**src/rtl/muldiv_unit.sv**
```systemverilog
// Iterative MIPS32 multiply/divide unit with architectural HI/LO registers.
// Radix-2 shift-add multiply and restoring divide, one step per clock, sign fix-up in FIX.
module muldiv_unit #(
    parameter int WIDTH = 32,
    parameter int ITER  = 32
) (
    input  logic             clk,
    input  logic             rst,
    input  logic             start,
    input  logic [2:0]       op,
    input  logic [WIDTH-1:0] a,
    input  logic [WIDTH-1:0] b,
    output logic             busy,
    output logic             done,
    output logic             div_by_zero,
    output logic [WIDTH-1:0] hi_out,
    output logic [WIDTH-1:0] lo_out
);
    localparam int CW = (ITER > 1) ? $clog2(ITER) : 1;

    typedef enum logic [1:0] {IDLE, CALC, FIX} state_t;

    state_t             state, state_next;
    logic [CW-1:0]      cnt;
    logic [2*WIDTH-1:0] acc;
    logic [WIDTH-1:0]   mag_b;
    logic               is_mul;
    logic               neg_hi;
    logic               neg_lo;
    logic               dbz_pend;
    logic [WIDTH-1:0]   hi_q, lo_q;

    // Operand decode; op[0]==0 selects the signed variants
    logic             arith_go, is_div_op, b_zero, a_neg, b_neg;
    logic [WIDTH-1:0] a_mag, b_mag;

    always_comb begin
        arith_go  = start && !op[2];
        is_div_op = op[1];
        b_zero    = (b == '0);
        a_neg     = !op[0] && a[WIDTH-1];
        b_neg     = !op[0] && b[WIDTH-1];
        a_mag     = a_neg ? -a : a;
        b_mag     = b_neg ? -b : b;
    end

    // One iteration step for each operation
    logic [WIDTH:0]     mul_sum;
    logic [2*WIDTH-1:0] mul_next;
    logic [WIDTH:0]     div_rs;
    logic [WIDTH-1:0]   div_sub;
    logic               div_fits;
    logic [2*WIDTH-1:0] div_next;

    always_comb begin
        mul_sum  = {1'b0, acc[2*WIDTH-1:WIDTH]} + {1'b0, (acc[0] ? mag_b : {WIDTH{1'b0}})};
        mul_next = {mul_sum, acc[WIDTH-1:1]};
        div_rs   = acc[2*WIDTH-1:WIDTH-1];
        div_fits = (div_rs >= {1'b0, mag_b});
        div_sub  = div_rs[WIDTH-1:0] - mag_b;
        div_next = div_fits ? {div_sub, acc[WIDTH-2:0], 1'b1}
                            : {div_rs[WIDTH-1:0], acc[WIDTH-2:0], 1'b0};
    end

    always_comb begin
        state_next = state;
        case (state)
            IDLE: if (arith_go) state_next = (is_div_op && b_zero) ? FIX : CALC;
            CALC: if (cnt == CW'(ITER - 1)) state_next = FIX;
            FIX:  state_next = IDLE;
            default: state_next = IDLE;
        endcase
    end

    always_ff @(posedge clk) begin
        if (rst) begin
            state       <= IDLE;
            cnt         <= '0;
            acc         <= '0;
            mag_b       <= '0;
            is_mul      <= 1'b0;
            neg_hi      <= 1'b0;
            neg_lo      <= 1'b0;
            dbz_pend    <= 1'b0;
            hi_q        <= '0;
            lo_q        <= '0;
            done        <= 1'b0;
            div_by_zero <= 1'b0;
        end else begin
            state       <= state_next;
            done        <= 1'b0;
            div_by_zero <= 1'b0;
            case (state)
                IDLE: begin
                    if (arith_go) begin
                        cnt    <= '0;
                        is_mul <= !is_div_op;
                        mag_b  <= b_mag;
                        if (is_div_op && b_zero) begin
                            // Result preloaded so FIX writes it through unmodified
                            acc      <= {a, {WIDTH{1'b1}}};
                            neg_hi   <= 1'b0;
                            neg_lo   <= 1'b0;
                            dbz_pend <= 1'b1;
                        end else begin
                            acc      <= {{WIDTH{1'b0}}, a_mag};
                            neg_lo   <= a_neg ^ b_neg;
                            neg_hi   <= is_div_op ? a_neg : (a_neg ^ b_neg);
                            dbz_pend <= 1'b0;
                        end
                    end else if (start && op == 3'b100) begin
                        hi_q <= a;
                    end else if (start && op == 3'b101) begin
                        lo_q <= a;
                    end
                end
                CALC: begin
                    cnt <= cnt + 1'b1;
                    acc <= is_mul ? mul_next : div_next;
                end
                FIX: begin
                    if (is_mul) begin
                        {hi_q, lo_q} <= neg_lo ? -acc : acc;
                    end else begin
                        hi_q <= neg_hi ? -acc[2*WIDTH-1:WIDTH] : acc[2*WIDTH-1:WIDTH];
                        lo_q <= neg_lo ? -acc[WIDTH-1:0] : acc[WIDTH-1:0];
                    end
                    done        <= 1'b1;
                    div_by_zero <= dbz_pend;
                end
                default: ;
            endcase
        end
    end

    assign busy   = (state != IDLE);
    assign hi_out = hi_q;
    assign lo_out = lo_q;
endmodule

```
**config.mk**
```make
export PLATFORM = sky130hd
export DESIGN_NAME = muldiv_unit
export DESIGN_NICKNAME = d
export VERILOG_FILES = /design/src/rtl/muldiv_unit.sv
export SDC_FILE = /design/constraint.sdc
export NUM_CORES = 1
export LEC_CHECK = 0
export CAP_MARGIN = 20
export CORE_UTILIZATION = 30
export DETAILED_ROUTE_END_ITERATION = 8
export GPL_TIMING_DRIVEN = 0
export MAX_ROUTING_LAYER = met4
export PLACE_DENSITY = 0.43
export SLEW_MARGIN = 20
export SYNTH_ARGS = -nofsm -noshare
export SYNTH_HDL_FRONTEND = slang
export SYNTH_SLANG_ARGS = --single-unit
```
**constraint.sdc**
```tcl
create_clock -name clk -period 4.3 [get_ports clk]
set_input_delay 0.86 -clock clk [delete_from_list [all_inputs] [get_ports clk]]
set_output_delay 0.86 -clock clk [all_outputs]
set_load 0.02 [all_outputs]
```
==> run metrics, run 1 <==
crit path max fanout=10; Setup Viol. Count Final=0; worst path required time=4660 ps; FFs w/ async S/R, synth=0%; via count=about 15,000; row count=79; Buffers & Inverters on Critical Path=3; top cell type's share of synthesized area=24.3%; root buffer cell=clkbuf_16; Worst path depth=9; Residual DRC=30; sequential share of the synthesized area=between 20% and 30%; Worst Setup End Kind=flip-flop; main combinational cell family by area after synthesis=compound AO/OA/AOI/OAI gates; wire per inst=about 25 um; Syn Std Cell Area=14,200 um^2; Critical R2R Capture=hi_out[24]; relative slew slack=between 20% and 30%; clk_lat worst skew=between 500 and 600 ps; pwr dens=333 nW/um^2; share of layout cells above drive strength 1=3.66%; final setup skew=10.9 ps; ant diodes=0; Post-CTS Hold Fix Bufs=0; global placer's final weighted congestion=between 0.9 and 1; Pre-Repair DR Iteration Count=7; maximum clock rate=237 MHz; crit path from=b[18]; Fin. Hold Viols=0; CTS Buffer Depth=2; Post-Syn Area per Cell=7.32 um^2; first-pass GRT wire length=approximately 99,000 um; synthesis-to-finish area growth=18.6%; fin crit share=98.2%; outcome=finished, violations left; vias in the first global route=approximately 15,000; Setup crit end=acc[9]; Post-synth top flop=dfxtp_1; core area=46,700 um^2; dpl hpwl=between 50,000 and 60,000 um; die area=roughly 48,000 um^2; synth warn=0; adder-cell area share of the yosys netlist=6.43%; Max Slew Vio Count=0; antenna-violating nets left=0; clock-pin slew on the worst setup and hold paths=80 ps; Crit path max-delay family=simple AND/OR/NAND/NOR gates; worst r2r src=acc[20]; CP Cell Sequence=clkdlybuf4s50_1 > or4_1 > or3_1 > nor4_4 > and4b_1 > buf_2 > nor2_1 > clkbuf_1 > a2111oi_0; HP Class=flip-flop to flip-flop; fill count=5,096; Distinct cells, synth=85; Synth Area in XOR/XNOR=10.3%; critical path class=input port to flip-flop; syn_nets=2,088; Storage cell area=~3500 um^2; RSZ-0062 raised after global routing=false; Yosys reg bits=173; crit-path max cell delay=610 ps; I/O pin cnt=137; die width=220 um; Post-Syn Instances=1,946; top-count cell post-synth=nor2_1; GRT Util Overall=between 20 and 30%; R2R depth=10; Die Height=220 um; Routed WL=68,100 um; DP Cell Count=2,684; multi-input logic area=10,100 um^2; H-tree Lvls=4; worst vdd ir=0.324 mV; area leader, netlist=dfxtp_1; type of origin of the critical path=input port; initial DRC count=1,084; I/O Buffers=130; CTS tree=yes; Initial Utilization=30.5%; number of max-cap violations=0; final setup TNS=0 ps; Slew @ Worst Pin=1080 ps; compound-cell area share of the yosys netlist=31.0%; slowest library cell on the worst path=or4_1; GRT overflow=0; fin cells=2,713; Sink Count=between 150 and 200; critical path arrival=4590 ps; Simple-Gate Fraction of Synth Area=20.7%; largest net degree at the start of global routing=17; ranking of synthesized cells by area=dfxtp_1, a21oi_1, nor2_1; post-synthesis mux area share=1.97%; CTS Buf Count=17; Vias/cell=5.63; static leakage=6.08 nW; Period minus WS final=4220 ps; Final nets=approximately 2,200; postcts setup bufs=0; EDFF count, synth=0; commonest cells in the netlist=nor2_1, a21oi_1, dfxtp_1, nand2_1, o21ai_0; Reg2Reg Setup Slack=between 200 and 250 ps; failing checks=DRC; initial antenna violation count=0
[layer usage]
layer | vias to the layer above | track usage, % | part of all wire, %
met5 | - | - | 0
met3 | 123 | 4.10 | 4.8
li1 | 7405 | - | -
met1 | 7252 | 34.3 | 43
met4 | 0 | 12.5 | 3.8
met2 | 488 | 49.1 | 48
[cells in the final DEF, fill, tap and decap left out, types with 17 or more instances in the layout]
| cell | n |
|---|---|
| nor2_1 | 242 |
| a21oi_1 | 199 |
| dfxtp_1 | 173 |
| nand2_1 | 162 |
| o21ai_0 | 140 |
| clkdlybuf4s50_1 | 130 |
| clkbuf_1 | 112 |
| xnor2_1 | 89 |
| a211oi_1 | 81 |
| xor2_1 | 78 |
| ha_1 | 70 |
| inv_1 | 61 |
| nor3_1 | 38 |
| a21o_1 | 28 |
| mux2i_1 | 28 |
| nor2b_1 | 27 |
| a22oi_1 | 27 |
| or3_1 | 26 |
| o211ai_1 | 26 |
| nand3_1 | 21 |
| o31ai_1 | 21 |
| nand2b_1 | 19 |
| a311oi_1 | 18 |
| clkbuf_16 | 17 |
[cell type report]
type / instances / area share [%]
buffer: 133 / 3.13
clock buffer: 20 / 2.65
clock inverter: 10 / 0.408
inverter: 62 / 1.40
multi-input combinational: 1577 / 59.7
sequential: 173 / 20.5
tap: 607 / 4.50
timing repair buffer: 131 / 7.75
[where the power goes]
group	switching, mW	internal (mW)
sequential	0.149	1.70
clock	0.760	0.743
combinational	1.46	0.810
total	2.36	3.25
[worst min-delay path, stage by stage (launching register included)]
cell     delay, ps
dfxtp_1        310
nand2_1         50
a21oi_1         50
[what timing repair did]
action	CTS	global route
gates cloned	0	0
setup endpoints to repair	58	26
resized for setup	7	7
[per-stage QoR]
stage | total power, mW | util [%] | hold slack [ps] | setup WS [ps] | area, um^2
detailed placement | 4.11 | 35.0 | 449 | -864 | 16300
CTS | 5.61 | 36.1 | 457 | 18.0 | 16900
finish | 5.62 | 36.2 | 459 | 75.4 | 16900
floorplan | 3.28 | - | 432 | 842 | 14200
global route | 5.89 | 36.2 | 487 | 4.43 | 16900
global placement | 4.10 | 34.9 | 448 | -861 | 16300
[how the worst min path moves through the flow]
stage,from,end,slack [ps],cells after the start
2_1_floorplan,mag_b[21],mag_b[21],430,2
3_3_place_gp,hi_out[13],hi_out[13],450,2
3_5_place_dp,mag_b[21],mag_b[21],450,2
4_1_cts,mag_b[21],mag_b[21],460,2
5_1_grt,hi_out[3],hi_out[3],490,2
6_report,mag_b[21],mag_b[21],460,2
[cell families after synthesis]
| family | Yosys count |
|---|---|
| AO/OA/AOI/OAI | 679 |
| XOR/XNOR | 167 |
| adder cells (fa/ha/maj) | 72 |
| buffers and inverters | 196 |
| flip-flops | 173 |
| multiplexers | 28 |
| AND/OR/NAND/NOR | 631 |
[state kept, by name (all words and copies together) (netlist names)]
register     cells
is_mul           1
dbz_pend         1
state            2
lo_out          32
mag_b           32
div_by_zero      1
cnt              5
neg_hi           1
acc             64
neg_lo           1
hi_out          32
done             1
(Power assumes the default switching activity.)
==> inputs of run 2 (changes only) <==
--- a/config.mk
+++ b/config.mk
@@ -6,12 +6,14 @@
 export NUM_CORES = 1
 export LEC_CHECK = 0
 export CAP_MARGIN = 20
+export CELL_PAD_IN_SITES_DETAIL_PLACEMENT = 2
+export CELL_PAD_IN_SITES_GLOBAL_PLACEMENT = 2
 export CORE_UTILIZATION = 30
 export DETAILED_ROUTE_END_ITERATION = 8
 export GPL_TIMING_DRIVEN = 0
 export MAX_ROUTING_LAYER = met4
-export PLACE_DENSITY = 0.43
-export SLEW_MARGIN = 20
+export PLACE_DENSITY = 0.7
+export SLEW_MARGIN = 40
 export SYNTH_ARGS = -nofsm -noshare
 export SYNTH_HDL_FRONTEND = slang
 export SYNTH_SLANG_ARGS = --single-unit
==> run metrics, run 2 (synthesis gave the netlist of run 1 again) <==
CTS tree=yes (unchanged); row count=79 (unchanged); Most flops, register=acc (unchanged); multi-input logic area=10,100 um^2 (about the same); critical path arrival=4640 ps (was 4590 ps); clock-pin slew on the worst setup and hold paths=70 ps (was 80 ps); ant diodes=0 (unchanged); hold path cells=2 (unchanged); RSZ-0062 raised after global routing=false (unchanged); Initial Utilization=30.5% (unchanged); max reg flops=64 (unchanged); I/O pin cnt=137 (unchanged); outcome=finished, violations left (unchanged); HP Class=flip-flop to flip-flop (unchanged); initial DRC count=948 (was 1,084); relative slew slack=38.7% (was 28.3%); Storage cell area=3460 um^2 (unchanged); clk_lat worst skew=510 ps (about the same); R2R depth=10 (unchanged); fin cells=2,715 (was 2,713); Die Height=220 um (unchanged); Sink Count=173 (unchanged); most frequent cells in the layout=nor2_1, a21oi_1, dfxtp_1 (unchanged); maximum clock rate=238 MHz (was 237 MHz); DP Cell Count=2,684 (unchanged); final setup TNS=0 ps (unchanged); postcts setup bufs=0 (unchanged); fin crit share=97.7% (was 98.2%); Period minus WS final=4200 ps (was 4220 ps); H-tree Lvls=4 (unchanged); dpl hpwl=60,000 um (was 54,800 um); Slew @ Worst Pin=919 ps (was 1080 ps); vias in the first global route=16,800 (was 14,900); CTS Buf Count=17 (unchanged); GRT overflow=0 (unchanged); first-pass GRT wire length=109,000 um (was 98,600 um); via count=15,900 (was 15,300); fill count=5,545 (was 5,096); number of max-cap violations=0 (unchanged); critical path class=input port to flip-flop (unchanged); failing checks=DRC (unchanged); Setup Viol. Count Final=0 (unchanged); crit path max fanout=10 (unchanged); Final nets=2,237 (unchanged); Residual DRC=24 (was 30); type of origin of the critical path=input port (unchanged); worst path required time=4740 ps (was 4660 ps); largest net degree at the start of global routing=17 (unchanged); root buffer cell=clkbuf_16 (unchanged); Routed WL=74,500 um (was 68,100 um); die width=220 um (unchanged); worst vdd ir=0.340 mV (was 0.324 mV); I/O Buffers=130 (unchanged); synthesis-to-finish area growth=19.3% (was 18.6%); Fin. Hold Viols=0 (unchanged); commonest non-fill, non-tap cell in the layout=nor2_1 (unchanged); static leakage=6.14 nW (was 6.08 nW); share of layout cells above drive strength 1=4.46% (was 3.66%); Max Slew Vio Count=0 (unchanged); final setup skew=11.9 ps (was 10.9 ps); wire per inst=27.5 um (was 25.1 um); CTS Buffer Depth=2 (unchanged); antenna-violating nets left=0 (unchanged); Vias/cell=5.84 (was 5.63); die area=48,300 um^2 (unchanged); global placer's final weighted congestion=0.971 (was 0.954); Worst Setup End Kind=flip-flop (unchanged); core area=46,700 um^2 (unchanged); pwr dens=344 nW/um^2 (was 333 nW/um^2); GRT Util Overall=32.1% (was 29.1%); initial antenna violation count=0 (unchanged); Pre-Repair DR Iteration Count=7 (unchanged)
## run 2: cell count changes in the layout (fill, tap and decap cells not counted), sizes merged
| cell | previous run | this run |
|---|---|---|
| clkbuf | 133 | 134 |
| bufinv | 0 | 2 |
| clkinvlp | 4 | 5 |
| clkinv | 6 | 1 |
| inv | 62 | 65 |
## run 2: power by group
group          internal (mW)  switching [mW]
clock network          0.877           0.788
registers               1.70           0.154
logic                  0.814            1.51
## run 2: timing repair
item | 4_1_cts | 5_1_grt
hold buffers | 0 | 0
cloned | 0 | 0
resized for setup | 7 | 9
setup endpoints to repair | 32 | 34
## run 2: worst paths after layout
| check | start | to | slack (ps) |
|---|---|---|---|
| max reg2reg | acc[0] | hi_out[18] | 170 |
| min | lo_out[2] | lo_out[2] | 470 |
| max | b[18] | acc[22] | 100 |
| min reg2reg | lo_out[2] | lo_out[2] | 470 |
## run 2: layer usage
metal / share of wire, % / GRT usage (%) / vias to the layer above
li1: - / - / 7395
met5: 0 / - / -
met4: 4.0 / 13.7 / 0
met1: 42 / 36.7 / 7892
met2: 50 / 55.9 / 434
met3: 3.9 / 4.11 / 129
## run 2: per-stage QoR
stage	setup WS, ps	power [mW]	util [%]	hold WS (ps)	instance area [um^2]
floorplan	842	3.28	-	432	14200
global placement	-987	4.11	34.9	447	16300
detailed placement	-752	4.18	35.0	453	16400
CTS	27.7	5.85	36.3	464	17000
global route	5.25	6.12	36.4	495	17000
finish	97.0	5.84	36.4	466	17000
## run 2: cell type report
class | count | area share [%]
multi-input cells | 1577 | 59.4
clock inverters | 11 | 0.789
repair buffers | 131 | 7.71
well taps | 607 | 4.47
clock buffers | 21 | 2.65
inverters | 62 | 1.39
flip-flops and latches | 173 | 20.4
plain buffers | 133 | 3.23
## run 2: critical path, stage by stage
cell             delay [ps]
clkdlybuf4s50_1         490
or4_1                   600
or3_1                   440
nor4_4                  440
and4b_1                 410
buf_2                   310
nor2_1                  140
clkbuf_1                340
buf_1                   370
a21oi_1                 210
